===== config.mk =====
export PLATFORM = sky130hd
export DESIGN_NAME = branch_resolve_unit_flat
export DESIGN_NICKNAME = d
export VERILOG_FILES = /design/src/rtl/branch_resolve_unit_pkg.sv /design/src/rtl/branch_resolve_unit_if.sv /design/src/rtl/branch_resolve_unit_brq_select.sv /design/src/rtl/branch_resolve_unit.sv /design/src/flat_wrapper.sv
export SDC_FILE = /design/constraint.sdc
export NUM_CORES = 1
export LEC_CHECK = 0
export ABC_AREA = 1
export CAP_MARGIN = 15
export CORE_ASPECT_RATIO = 1.75
export CORE_MARGIN = 2
export CORE_UTILIZATION = 40
export CTS_CLUSTER_SIZE = 14
export DETAILED_ROUTE_END_ITERATION = 7
export PLACE_DENSITY_LB_ADDON = 0.1
export SLEW_MARGIN = 5
export SYNTH_ARGS = -nofsm -noshare
export SYNTH_HDL_FRONTEND = slang
export SYNTH_SLANG_ARGS = --single-unit

===== constraint.sdc =====
create_clock -name clock -period 12.2 [get_ports clock]
set_input_delay 1.22 -clock clock [delete_from_list [all_inputs] [get_ports clock]]
set_output_delay 1.22 -clock clock [all_outputs]
set_load 0.02 [all_outputs]

===== src/rtl/branch_resolve_unit_pkg.sv =====
// Shared types for the branch resolve unit: FU result packets, the packet
// handed to the branch stack, and the resolution queue entry.
package branch_resolve_unit_pkg;

  localparam int B_MASK_WIDTH = 4;

  typedef logic [B_MASK_WIDTH-1:0] b_mask_t;

  // One branch result as produced by a branch functional unit.
  typedef struct packed {
    logic        valid;
    logic [31:0] pc;
    b_mask_t     bmm;          // one-hot mask bit owned by this branch
    b_mask_t     b_mask;       // mask bits of older unresolved branches
    logic        taken;
    logic [31:0] target;
    logic        pred_taken;
    logic [31:0] pred_target;
  } br_result_packet_t;

  // Resolution notice consumed by the branch stack.
  typedef struct packed {
    logic        valid;
    b_mask_t     bmm;
    logic        bm_mispred;
    logic [31:0] PC_correct;
  } branch_reg_packet_t;

  // Queue entry: only what is still needed once the outcome is known.
  typedef struct packed {
    logic        valid;
    b_mask_t     bmm;
    b_mask_t     b_mask;
    logic        mispred;
    logic [31:0] pc_correct;
  } brq_entry_t;

  // Resolve a raw FU result into a queue entry: mispredict flag and the
  // address fetch must continue from.
  function automatic brq_entry_t resolve_result(br_result_packet_t r);
    brq_entry_t e;
    e.valid      = r.valid;
    e.bmm        = r.bmm;
    e.b_mask     = r.b_mask;
    e.mispred    = (r.taken != r.pred_taken) | (r.taken & (r.target != r.pred_target));
    e.pc_correct = r.taken ? r.target : r.pc + 32'd4;
    return e;
  endfunction

endpackage


===== src/rtl/branch_resolve_unit_if.sv =====
// Bus between the branch FUs / branch stack and the resolve unit.
interface branch_resolve_unit_if #(
  parameter int N_BR_FU   = 2,
  parameter int BRQ_DEPTH = 4
);
  import branch_resolve_unit_pkg::*;

  localparam int CNT_W = $clog2(BRQ_DEPTH + 1);

  br_result_packet_t  br_results [N_BR_FU];
  logic               br_stall;
  branch_reg_packet_t branch_completing;
  logic [CNT_W-1:0]   brq_count;

  // Environment side: FUs drive results, branch stack consumes completions.
  modport master (
    output br_results,
    input  br_stall,
    input  branch_completing,
    input  brq_count
  );

  // Resolve unit side.
  modport slave (
    input  br_results,
    output br_stall,
    output branch_completing,
    output brq_count
  );

endinterface


===== src/rtl/branch_resolve_unit_brq_select.sv =====
// Picks the entry to resolve this cycle: the oldest mispredict if any exists,
// otherwise the queue head. Purely combinational, one-hot result.
module branch_resolve_unit_brq_select
  import branch_resolve_unit_pkg::*;
#(
  parameter int BRQ_DEPTH = 4
) (
  input  logic [BRQ_DEPTH-1:0] valid_i,
  input  logic [BRQ_DEPTH-1:0] mispred_i,
  input  b_mask_t              bmm_i    [BRQ_DEPTH],
  input  b_mask_t              b_mask_i [BRQ_DEPTH],
  output logic [BRQ_DEPTH-1:0] sel_oh_o,
  output logic                 found_o
);

  b_mask_t mp_bits;

  // Gather the mask bits owned by every queued mispredicting branch.
  always_comb begin
    // NOTE: combinational blocks use blocking '=' so later statements see
    // the value just computed, exactly like wires in a chain.
    mp_bits = '0;
    for (int i = 0; i < BRQ_DEPTH; i++) begin
      if (valid_i[i] && mispred_i[i]) mp_bits = mp_bits | bmm_i[i];
    end
  end

  // A mispredict that depends on no other queued mispredict is the oldest;
  // ties go to the lowest index. Fall back to the head otherwise.
  always_comb begin
    // NOTE: every output gets a default before any branch so no path can
    // leave it unassigned and infer a latch.
    sel_oh_o = '0;
    found_o  = 1'b0;
    for (int i = 0; i < BRQ_DEPTH; i++) begin
      if (!found_o && valid_i[i] && mispred_i[i] &&
          ((b_mask_i[i] & mp_bits & ~bmm_i[i]) == '0)) begin
        sel_oh_o[i] = 1'b1;
        found_o     = 1'b1;
      end
    end
    if (!found_o && valid_i[0]) begin
      sel_oh_o[0] = 1'b1;
      found_o     = 1'b1;
    end
  end

endmodule


===== src/rtl/branch_resolve_unit.sv =====
// Branch resolve unit: queues FU branch results, emits one resolution per
// cycle to the branch stack, and keeps its queue consistent with each
// emitted resolution (squash on mispredict, mask clear on correct).
module branch_resolve_unit
  import branch_resolve_unit_pkg::*;
#(
  parameter int N_BR_FU   = 2,
  parameter int BRQ_DEPTH = 4
) (
  input  logic                  clock,
  input  logic                  reset,
  branch_resolve_unit_if.slave  bus
);

  localparam int CNT_W = $clog2(BRQ_DEPTH + 1);
  // Stall once fewer than N_BR_FU slots are free.
  localparam logic [CNT_W-1:0] STALL_AT = CNT_W'(BRQ_DEPTH - N_BR_FU + 1);

  brq_entry_t         queue_q [BRQ_DEPTH];
  brq_entry_t         queue_d [BRQ_DEPTH];
  logic [CNT_W-1:0]   count_q, count_d;
  branch_reg_packet_t out_q, out_d;

  logic [BRQ_DEPTH-1:0] q_valid, q_mispred;
  b_mask_t              q_bmm    [BRQ_DEPTH];
  b_mask_t              q_b_mask [BRQ_DEPTH];
  logic [BRQ_DEPTH-1:0] sel_oh;
  logic                 sel_found;
  brq_entry_t           sel_e;
  logic                 stall;
  logic                 squash;
  b_mask_t              res_mask;

  // Occupancy before this cycle's removal: conservative but needs no bypass.
  assign stall = (count_q >= STALL_AT);

  // Expose just the fields the picker needs.
  always_comb begin
    for (int i = 0; i < BRQ_DEPTH; i++) begin
      q_valid[i]   = queue_q[i].valid;
      q_mispred[i] = queue_q[i].mispred;
      q_bmm[i]     = queue_q[i].bmm;
      q_b_mask[i]  = queue_q[i].b_mask;
    end
  end

  branch_resolve_unit_brq_select #(
    .BRQ_DEPTH (BRQ_DEPTH)
  ) u_select (
    .valid_i   (q_valid),
    .mispred_i (q_mispred),
    .bmm_i     (q_bmm),
    .b_mask_i  (q_b_mask),
    .sel_oh_o  (sel_oh),
    .found_o   (sel_found)
  );

  // Mux out the selected entry and build the outgoing packet.
  always_comb begin
    sel_e = '0;
    for (int i = 0; i < BRQ_DEPTH; i++) begin
      if (sel_oh[i]) sel_e = queue_q[i];
    end
    squash   = sel_found & sel_e.mispred;
    res_mask = sel_found ? sel_e.bmm : '0;

    out_d = '0;
    if (sel_found) begin
      out_d.valid      = 1'b1;
      out_d.bmm        = sel_e.bmm;
      out_d.bm_mispred = sel_e.mispred;
      out_d.PC_correct = sel_e.pc_correct;
    end
  end

  // Collapse survivors toward index 0, then append accepted results in port
  // order. On a squash no survivor carries res_mask, so clearing it is
  // harmless and keeps one code path.
  always_comb begin
    int         wr;
    brq_entry_t e;
    wr = 0;
    e  = '0;
    for (int j = 0; j < BRQ_DEPTH; j++) queue_d[j] = '0;

    for (int i = 0; i < BRQ_DEPTH; i++) begin
      if (queue_q[i].valid && !sel_oh[i] &&
          !(squash && ((queue_q[i].b_mask & res_mask) != '0))) begin
        e        = queue_q[i];
        e.b_mask = e.b_mask & ~res_mask;
        for (int j = 0; j < BRQ_DEPTH; j++) begin
          if (j == wr) queue_d[j] = e;
        end
        wr = wr + 1;
      end
    end

    if (!stall) begin
      for (int p = 0; p < N_BR_FU; p++) begin
        e = resolve_result(bus.br_results[p]);
        if (e.valid && !(squash && ((e.b_mask & res_mask) != '0))) begin
          e.b_mask = e.b_mask & ~res_mask;
          for (int j = 0; j < BRQ_DEPTH; j++) begin
            if (j == wr) queue_d[j] = e;
          end
          wr = wr + 1;
        end
      end
    end

    count_d = wr[CNT_W-1:0];
  end

  // State registers: queue, occupancy and the registered completion packet.
  always_ff @(posedge clock) begin
    if (reset) begin
      // NOTE: the queue is only a few entries, so it is cleared outright;
      // a larger store would reset just the valid bits and use '<=' the same.
      for (int i = 0; i < BRQ_DEPTH; i++) queue_q[i] <= '0;
      count_q <= '0;
      out_q   <= '0;
    end else begin
      queue_q <= queue_d;
      count_q <= count_d;
      out_q   <= out_d;
    end
  end

  assign bus.br_stall          = stall;
  assign bus.branch_completing = out_q;
  assign bus.brq_count         = count_q;

endmodule


===== src/flat_wrapper.sv =====
// flat-port wrapper written by rule: the top's interface ports become plain ports
module branch_resolve_unit_flat import branch_resolve_unit_pkg::*;
#(
  parameter int N_BR_FU   = 2,
  parameter int BRQ_DEPTH = 4
)
  (clock, reset, bus_br_results, bus_br_stall, bus_branch_completing, bus_brq_count);
  branch_resolve_unit_if #(.N_BR_FU(N_BR_FU), .BRQ_DEPTH(BRQ_DEPTH)) bus_i ();
  input  logic clock;
  input  logic reset;
  input wire logic [$bits(bus_i.br_results)-1:0] bus_br_results;
  output wire logic [$bits(bus_i.br_stall)-1:0] bus_br_stall;
  output wire logic [$bits(bus_i.branch_completing)-1:0] bus_branch_completing;
  output wire logic [$bits(bus_i.brq_count)-1:0] bus_brq_count;
  assign bus_i.br_results = {>>{bus_br_results}};
  assign bus_br_stall = bus_i.br_stall;
  assign bus_branch_completing = bus_i.branch_completing;
  assign bus_brq_count = bus_i.brq_count;
  branch_resolve_unit #(.N_BR_FU(N_BR_FU), .BRQ_DEPTH(BRQ_DEPTH)) u_core (.clock(clock), .reset(reset), .bus(bus_i));
endmodule

After elaboration in Yosys (flattened, before gate mapping)
Cells that the tools add are included.
{"block": "totals", "n_memories": 0, "latch_bits": 0, "mem_bits_ro": 0, "ramBits": 0, "elab_cells": 203, "out_inout_bits": 42, "ff_bits": 209}
{"block": "op_classes", "n_eq_ne": 19, "bitwise_logic": 34, "n_lt_le_gt_ge": 1, "mul": 0, "n_shift": 0, "n_reduce_logical": 61, "div_mod_pow": 0, "addsub": 7, "n_mux": 56}
{"operator": "$mux W168", "n": 6}
{"operator": "$mux W42", "n": 21}
{"operator": "$eq A3 B32 Y1 const A", "n": 8}
{"operator": "$mux W32", "n": 7}
{"operator": "$mux W41", "n": 4}
{"operator": "$logic_not A32 Y1", "n": 5}
{"operator": "$eq A2 B32 Y1 const A", "n": 4}
{"operator": "$add A32 B2 Y32 const B", "n": 3}
{"operator": "$and A4 B4 Y4", "n": 20}
{"operator": "$add A32 B3 Y32 const B", "n": 2}
{"operator": "$ne A32 B32 Y1", "n": 2}
{"operator": "$mux W38", "n": 1}
{"operator": "$logic_and A1 B1 Y1", "n": 31}
{"operator": "$reduce_bool A4 Y1", "n": 6}
{"operator": "$mux W4", "n": 5}
{"operator": "$not A4 Y4", "n": 5}
{"operator": "$logic_not A4 Y1", "n": 4}
{"operator": "$logic_not A1 Y1", "n": 14}
{"operator": "$or A4 B4 Y4", "n": 3}
{"operator": "$mux W1", "n": 10}
{"operator": "$mux W3", "n": 2}
{"operator": "$eq A2 B1 Y1 const A", "n": 2}
{"operator": "$add A3 B2 Y3 const B", "n": 1}
{"operator": "$and A1 B1 Y1", "n": 3}
{"operator": "7 further kinds", "n": 9}

Depth between registers and ports, before layout
Gate-level depths: netlist of run 1.
{"block": "depth", "depth_word": 55, "ltp_mapped": 39, "depth_no_buf": 37}

Modules after synthesis
From an unflattened synthesis of run 1, not the netlist that was laid out.
{"block": "hier_totals", "cells_unflattened": 2986, "area_unflattened_um2": 17425.5}
{"mod": "branch_resolve_unit", "cells_per_inst": 2894, "seq_area_each_um2": 4184.0, "area_per_inst_um2": 16932.5, "n_inst": 1}
{"mod": "branch_resolve_unit_brq_select", "cells_per_inst": 92, "seq_area_each_um2": 0.0, "area_per_inst_um2": 493.0, "n_inst": 1}

Worst setup path before layout of run 1
OpenSTA, ideal clock, no wires.
{"block": "synth_path", "path_kind": "register -> register", "from": "register u_core.queue_q (netlist bit u_core.q_mispred[3])", "to": "register u_core.queue_q[86] (netlist bit)", "path_slack_ps": 7754, "stages_incl_launch_ff": 35, "required_ps": 12072, "arrival_ps": 4318, "period_less_slack_ps": 4446, "setup_time_ps": 128, "path_cell_list": "dfxtp_1 > buf_2 > nand2_1 > o21ai_1 > o21ai_0 > nand3_1 > nor2_2 > nor2_4 > buf_6 > nand4_2 > o21ai_1 > nor2_1 > nand2_1 > inv_2 > nand2_1 > o21ai_0 > o21ai_1 > nand2_1 > inv_2 > clkbuf_1 > ha_1 > inv_1 > nand2_1 > nand2_1 > ha_1 > inv_1 > nand2_1 > nand2_1 > nand4_1 > nand3_4 > nor2_2 > clkbuf_1 > nand2_1 > nand2_1 > a21oi_1"}
{"block": "synth_via", "elab_chain_len": 49}
{"item": "start, declared", "line_no": "branch_resolve_unit.sv:19", "source": "brq_entry_t queue_q [BRQ_DEPTH];"}
{"item": "start signal, assigned", "line_no": "branch_resolve_unit.sv:123", "source": "queue_q <= queue_d;"}
{"item": "$logic_and A1 B1 Y1", "line_no": "branch_resolve_unit_brq_select.sv:24", "source": "if (valid_i[i] && mispred_i[i]) mp_bits = mp_bits | bmm_i[i];"}
{"item": "$mux W4", "line_no": "branch_resolve_unit_brq_select.sv:24"}
{"item": "$and A4 B4 Y4 (2 in series)", "line_no": "branch_resolve_unit_brq_select.sv:37", "source": "((b_mask_i[i] & mp_bits & ~bmm_i[i]) == '0)) begin"}
{"item": "$logic_not A4 Y1", "line_no": "branch_resolve_unit_brq_select.sv:37"}
{"item": "$logic_and A1 B1 Y1", "line_no": "branch_resolve_unit_brq_select.sv:36", "source": "if (!found_o && valid_i[i] && mispred_i[i] &&"}
{"item": "$mux W1", "line_no": "branch_resolve_unit_brq_select.sv:36"}
{"item": "$logic_not A1 Y1", "line_no": "branch_resolve_unit_brq_select.sv:36"}
{"item": "$logic_and A1 B1 Y1 (3 in series)", "line_no": "branch_resolve_unit_brq_select.sv:36"}
{"item": "[30 not listed]"}
{"item": "$mux W32", "line_no": "branch_resolve_unit.sv:87", "source": "if (queue_q[i].valid && !sel_oh[i] &&"}
{"item": "$add A32 B2 Y32", "line_no": "branch_resolve_unit.sv:106", "source": "wr = wr + 1;"}
{"item": "$mux W32", "line_no": "branch_resolve_unit.sv:101", "source": "if (e.valid && !(squash && ((e.b_mask & res_mask) != '0))) begin"}
{"item": "$mux W32", "line_no": "branch_resolve_unit.sv:98", "source": "if (!stall) begin"}
{"item": "$eq A2 B32 Y1", "line_no": "branch_resolve_unit.sv:104", "source": "if (j == wr) queue_d[j] = e;"}
{"item": "$mux W42", "line_no": "branch_resolve_unit.sv:104"}
{"item": "$mux W168", "line_no": "branch_resolve_unit.sv:101"}
{"item": "$mux W168 (*)", "line_no": "branch_resolve_unit.sv:98"}
Every way passes the cells marked *; elsewhere a longest branch is shown, timed or not. The select of a mux whose other input is x is not followed.
A chain may end at the register's enable or synchronous reset.

Worst setup path in the final report of run 1
{"block": "layout_path", "from": "register u_core.queue_q (netlist bit u_core.q_mispred[3])", "to": "register u_core.queue_q (netlist bit u_core.q_valid[1])"}
The elaborated chain is that of the path after synthesis.

==> summary.txt, run 1 <==
Place
  – Placed Instance Area: 20100 µm²
  – IO Port Bufs: 257
  – Dpl cells: 3695
  – Hpwl dp: 57.1 mm
  – RePlAce Congestion: 0.995

Timing
  – Fin crit share: 65.0%
  – Max-slew headroom: 17.7%
  – Min Tclk post-route: 7.93 ns
  – Setup TNS: 0 ns
  – Fin Hold WS: 0.577 ns
  – Final Hold Violating Endpoints: 0
  – Worst-margin pin slew: 1.22 ns
  – Fmax: 126 MHz
  – Clock skew: 0.0250 ns
  – Setup-failing EPs final: 0
  – RSZ-0062 raised after global routing: no
  – Final slew viol count: 0

Clocking
  – CTS root buf: clkbuf_16
  – Hold buffers post-CTS: 0
  – Post-CTS resize count: 0
  – Worst-Skew Late Latency: 0.56 ns
  – Setup Buffers After CTS: 0
  – CTS Sinks: 209
  – Clock transition at path regs: 0.07 ns
  – Clock tree buffer depth: 3
  – CTS tree: done
  – Number of H-tree levels: 1
  – CTS Buf Count: 23

Detailed routing
  – ANT nets after route: 0
  – Remaining DRCs: 0
  – Wirelength, routed: 85.5 mm
  – Routed len/inst: 22.9 µm
  – Vias per cell: 5.80
  – Initial DRC count: 2505
  – Total number of vias: 21700
  – Iteration count of the initial detailed-routing pass: 8

GRT
  – Antenna violations before repair: 9
  – GRT Residual Overflow: 0
  – First-pass GRT wire length: 127 mm
  – Total global-route track usage: 37.1%
  – Largest net degree at the start of global routing: 115
  – Number of global-route vias before repair: 21300

Worst setup path
  – Crit-path max FO: 37
  – Critical Path RT: 12.66 ns
  – Max incr delay on CP: 0.90 ns
  – R2R setup slack: 4.27 ns
  – CP Capture Type: flop
  – Critical Path Start Type: flop
  – Most used cell, CP: nand2_1
  – Crit path arrival time: 8.39 ns
  – CP max-delay cell: nand2_2
  – Critical path type: reg2reg

Power
  – Pwr per Cell Area: 212 nW/µm²
  – Leak: 9.13 nW
  – Worst VDD drop: 0.416 mV

Logic synthesis
  – Mapped Nets: 3246
  – Number of cells produced by synthesis: 3021
  – Synth cell types: 53
  – Yosys top cell area share: 24.2%
  – Most common flop cell mapped by yosys: dfxtp_1
  – EDFF count, synth: 0
  – Mean Syn Cell Area: 5.73 µm²
  – Synth warn: 0
  – Synth area leaders: dfxtp_1, nand2_1, nand3_1
  – Area leader, netlist: dfxtp_1
  – Synth Register Bits: 209
  – Synthesized area: 17300 µm²
  – Seq/Total Area, Yosys: 24.2%
  – Most common cell in the netlist: nand2_1
  – Synth top cells by count: nand2_1, inv_1, nand3_1, o21ai_0, nor2_1
  – Ys async rst share: 0%

Finish
  – NumNets Final: 3385
  – Design area: 21000 µm²
  – Final std cells w/o fill: 3743
  – Share of cells above drive strength 1: 5.10%
  – Fillers: 4538
  – Final design utilization: 49.2%
  – Synth-to-Final Area Change: 21.1%

Floorplanning
  – Core ar.: 42700 µm²
  – Num rows: 100
  – Die H: 279 µm
  – Die X: 161 µm
  – Die area: 45000 µm²
  – Initial Util: 40.6%
  – # IOs: 258

Job
  – Total of max-cap violations: 0

Run status
  – Status: finished clean

Worst hold path
  – Worst Hold Class: reg2reg
## placed cells by master (no fill, tap or decap), drive strengths merged, types with 3 or more instances in the layout
| master | netlist | layout |
|---|---|---|
| nand2 | 960 | 960 |
| inv | 320 | 321 |
| nand3 | 304 | 304 |
| o21ai | 270 | 270 |
| clkdlybuf4s50 | 0 | 256 |
| nor2 | 252 | 252 |
| dfxtp | 209 | 209 |
| a21oi | 200 | 200 |
| a22oi | 74 | 74 |
| xor2 | 49 | 49 |
| buf | 77 | 44 |
| o22ai | 42 | 42 |
| clkbuf | 109 | 27 |
| o211ai | 25 | 25 |
| xnor2 | 23 | 23 |
| nand4 | 22 | 22 |
| nor4 | 15 | 15 |
| nor3 | 13 | 13 |
| or2 | 11 | 11 |
| ha | 9 | 9 |
| clkinv | 2 | 8 |
| a31oi | 7 | 7 |
| o2111ai | 7 | 7 |
| diode | 0 | 6 |
| bufinv | 0 | 5 |
| o21a | 4 | 4 |
| a22o | 3 | 3 |
| o31ai | 3 | 3 |
## path summary, 6_finish.rpt
kind	start	endpoint	cells after the start
max	u_core.q_mispred[3]	u_core.q_valid[1]	30
min	u_core.queue_q[66]	u_core.queue_q[24]	2
max reg2reg	u_core.q_mispred[3]	u_core.q_valid[1]	30
min reg2reg	u_core.queue_q[66]	u_core.queue_q[24]	2
## power by group
group	internal, mW	switching, mW	leakage [nW]
clock network	0.465	0.330	0.400
registers	0.878	0.172	1.70
logic	0.706	1.89	7.03
total	2.05	2.39	9.13
## stage by stage
stage	worst slack (ns)	power, mW
after floorplan	7.75	2.67
after global placement	4.48	3.54
after detailed placement	4.34	3.57
after CTS	4.31	4.36
after global routing	3.92	4.70
final	4.27	4.44
## metal layers
| metal | GRT usage (%) | vias up | share of wire [%] |
|---|---|---|---|
| met4 | 32.2 | 6 | 10 |
| met2 | 65.5 | 1372 | 48 |
| met1 | 38.2 | 9790 | 33 |
| met3 | 5.38 | 404 | 8.7 |
| met5 | 0 | - | 0.048 |
| li1 | - | 10100 | - |
## final cells by class
cell class / count / area (µm²) / share of cell area, %
repair buffers: 300 / 2900 / 13.8
diodes: 6 / 15.0 / 0.0716
inverters: 322 / 1210 / 5.77
flip-flops and latches: 209 / 4180 / 20.0
clock buffers: 27 / 611 / 2.91
multi-input cells: 2304 / 11100 / 53.1
well taps: 561 / 702 / 3.35
clock inverters: 14 / 211 / 1.01
## cell families (layout without fill, tap and decap cells)
| kind of cell | after synthesis | count (layout) | synth area share (%) |
|---|---|---|---|
| AOI/OAI and AO/OA | 643 | 643 | 21.2 |
| DFF | 209 | 209 | 24.2 |
| buffers and inverters | 508 | 663 | 11.9 |
| other | 0 | 6 | 0 |
| adders and majority gates | 9 | 9 | 0.651 |
| and+or+nand+nor | 1580 | 1580 | 38.5 |
| xor gates and xnor gates | 72 | 72 | 3.64 |
## flip-flops by register name, indices dropped and copies added, names as in the netlist
| register | flops |
|---|---|
| u_core.bus.branch_completing | 38 |
| u_core.q_mispred | 4 |
| u_core.queue_q | 128 |
| u_core.q_valid | 4 |
| u_core.q_b_mask | 16 |
| u_core.q_bmm | 16 |
| u_core.bus.brq_count | 3 |
## worst max-delay path: cells and delay by family (launching register included)
kind,cells,cell delay [ns]
compound gates,5,0.75
fa+ha+maj,2,0.53
flops,1,0.55
simple gates,19,5.18
buf+inv,4,0.78
Note: power is estimated with default switching activity, not from simulation.
==> run 2, diff against run 1 <==
- clock period: 12.2 -> 7.3 ns (I/O delays scaled with it)
==> run 2 against run 1 <==
  * The run now ends with DRC left
  * Register-to-register slack got worse by 3.4 ns
  * Setup slack got worse by 3.4 ns
  * Die area did not move
  * Total power rose by 70%
  * Critical path type unchanged
==> summary.txt, run 2 (synthesized netlist as in run 1, its figures left out) <==
Place
  – Placement Setup Slack: 1.14 ns (-3.20 ns)
  – RePlAce Congestion: 1.01 (+1.3%)
  – Hpwl dp: 60.8 mm (+6.5%)
  – IO Port Bufs: 257 (unchanged)
  – Placed Instance Area: 20500 µm² (+1.7%)

Finish
  – Design area: 21300 µm² (+1.4%)
  – Final design utilization: 49.8% (+0.67 points)
  – Max FFs per register: 128 (unchanged)
  – Share of cells above drive strength 1: 5.72% (+0.61 points)
  – Largest Register: u_core.queue_q
  – Synth-to-Final Area Change: 22.8%
  – Commonest cells after routing, fill and taps aside: nand2_1, inv_1, nand3_1, clkdlybuf4s50_1, o21ai_0
  – Fillers: 4584 (+1.0%)
  – Most common cell after layout, fill and taps aside: nand2_1
  – NumNets Final: 3411 (+0.77%)

Worst setup path
  – CP max-delay cell: dfxtp_1
  – Most used cell, CP: nand2_1
  – CP Capture Type: flop
  – Crit path arrival time: 6.79 ns (-1.60 ns)
  – Critical path type: reg2reg
  – Crit-path max FO: 23 (-38%)
  – Critical Path RT: 7.68 ns (-4.98 ns)
  – Max incr delay on CP: 0.57 ns (-0.33 ns)
  – Critical Path Start Type: flop

Clocking
  – Clock tree buffer depth: 3 (unchanged)
  – Setup Buffers After CTS: 0 (unchanged)
  – CTS root buf: clkbuf_16
  – Post-CTS resize count: 0 (unchanged)
  – Hold buffers post-CTS: 0 (unchanged)
  – CTS Buf Count: 23 (unchanged)
  – Clock transition at path regs: 0.07 ns (about the same)
  – CTS Sinks: 209 (unchanged)
  – Number of H-tree levels: 1 (unchanged)
  – Worst-Skew Late Latency: 0.56 ns (about the same)
  – CTS tree: done

GRT
  – Antenna violations before repair: 6 (-3)
  – First-pass GRT wire length: 131 mm (+3.3%)
  – Total global-route track usage: 38.4% (+1.3 points)
  – Largest net degree at the start of global routing: 84 (-27%)
  – GRT Residual Overflow: 0 (unchanged)
  – Number of global-route vias before repair: 21800 (+2.4%)

Detailed routing
  – Remaining DRCs: 1 (+1)
  – Routed len/inst: 23.6 µm (+3.2%)
  – Vias per cell: 5.90 (+1.7%)
  – Iteration count of the initial detailed-routing pass: 8 (unchanged)
  – Total number of vias: 22200 (+2.4%)
  – ANT nets after route: 0 (unchanged)
  – Wirelength, routed: 88.9 mm (+4.0%)
  – Initial DRC count: 2415 (-3.6%)

Timing
  – Fin Hold WS: 0.574 ns (-0.00264 ns)
  – Final WS setup: 0.894 ns (-3.38 ns)
  – Setup-failing EPs final: 0 (unchanged)
  – Fin crit share: 87.8% (+23 points)
  – Final slew viol count: 0 (unchanged)
  – Min Tclk post-route: 6.41 ns (-1.52 ns)
  – Final Hold Violating Endpoints: 0 (unchanged)
  – Max-slew headroom: 19.0% (+1.3 points)
  – RSZ-0062 raised after global routing: no
  – Fmax: 156 MHz (+24%)
  – Worst-margin pin slew: 1.20 ns (-0.0199 ns)
  – Clock skew: 0.0321 ns (+0.00710 ns)
  – Setup TNS: 0 ns (unchanged)

Floorplanning
  – Die X: 161 µm (unchanged)
  – Die H: 279 µm (unchanged)
  – Initial Util: 40.6% (unchanged)
  – Num rows: 100 (unchanged)
  – Die area: 45000 µm² (unchanged)
  – Core ar.: 42700 µm² (unchanged)
  – # IOs: 258 (unchanged)

Run status
  – Status: finished with violations
  – Violated checks: DRC

Power
  – Leak: 9.27 nW (+1.5%)
  – Pwr per Cell Area: 356 nW/µm² (+68%)
  – Worst VDD drop: 0.425 mV (+2.2%)

Job
  – Total of max-cap violations: 0 (unchanged)

Worst hold path
  – Worst Hold Class: reg2reg
==> run 2: cell types whose count changed in the layout (fill, tap and decap cells not counted), moves of 2 or more <==
cell      delta
clkbuf_8     -2
clkinv_4     -2
buf_12      +12
clkbuf_1     +3
buf_4       +15
==> run 2: critical path, delay by kind of cell, from the launching register on <==
family,cells,cell delay (ns)
AO/OA/AOI/OAI,4,0.53
adder cells (fa/ha/maj),2,0.60
AND/OR/NAND/NOR,22,3.82
buffers and inverters,5,0.66
flip-flops,1,0.57
==> run 2: path summary, 6_finish.rpt <==
| path | startpoint | end | slack [ns] | depth (start not counted) |
|---|---|---|---|---|
| max | u_core.q_bmm[4] | u_core.queue_q[100] | 0.89 | 33 |
| min | u_core.queue_q[62] | u_core.queue_q[20] | 0.57 | 2 |
| max reg2reg | u_core.q_bmm[4] | u_core.queue_q[100] | 0.89 | 33 |
| min reg2reg | u_core.queue_q[62] | u_core.queue_q[20] | 0.57 | 2 |
==> run 2: where the power goes <==
group	internal, mW	leakage [nW]	switching [mW]
Sequential	1.47	1.70	0.299
Combinational	1.31	7.19	3.22
Clock	0.725	0.375	0.547
==> run 2: layer usage <==
metal	track usage (%)	vias up	wire length, µm
met4	33.4	0	8810
met2	67.3	1440	42800
met3	5.57	451	7940
met5	0	-	0
li1	-	10200	-
met1	39.9	10200	29400
==> run 2: per-stage QoR <==
stage / std cells / total power, mW
after floorplan: 3021 / 4.46
after global placement: 3722 / 6.11
after detailed placement: 3722 / 6.14
after CTS: 3763 / 7.42
after global routing: 3770 / 7.97
final: 3770 / 7.57
==> run 2: area by class of cell <==
class / count / area, µm² / share of cell area, %
multi-input combinational: 2304 / 11100 / 52.4
antenna: 7 / 17.5 / 0.0824
timing repair buffer: 326 / 3240 / 15.2
clock buffer: 28 / 594 / 2.80
tap: 561 / 702 / 3.30
clock inverter: 13 / 178 / 0.836
inverter: 322 / 1210 / 5.69
sequential: 209 / 4180 / 19.7
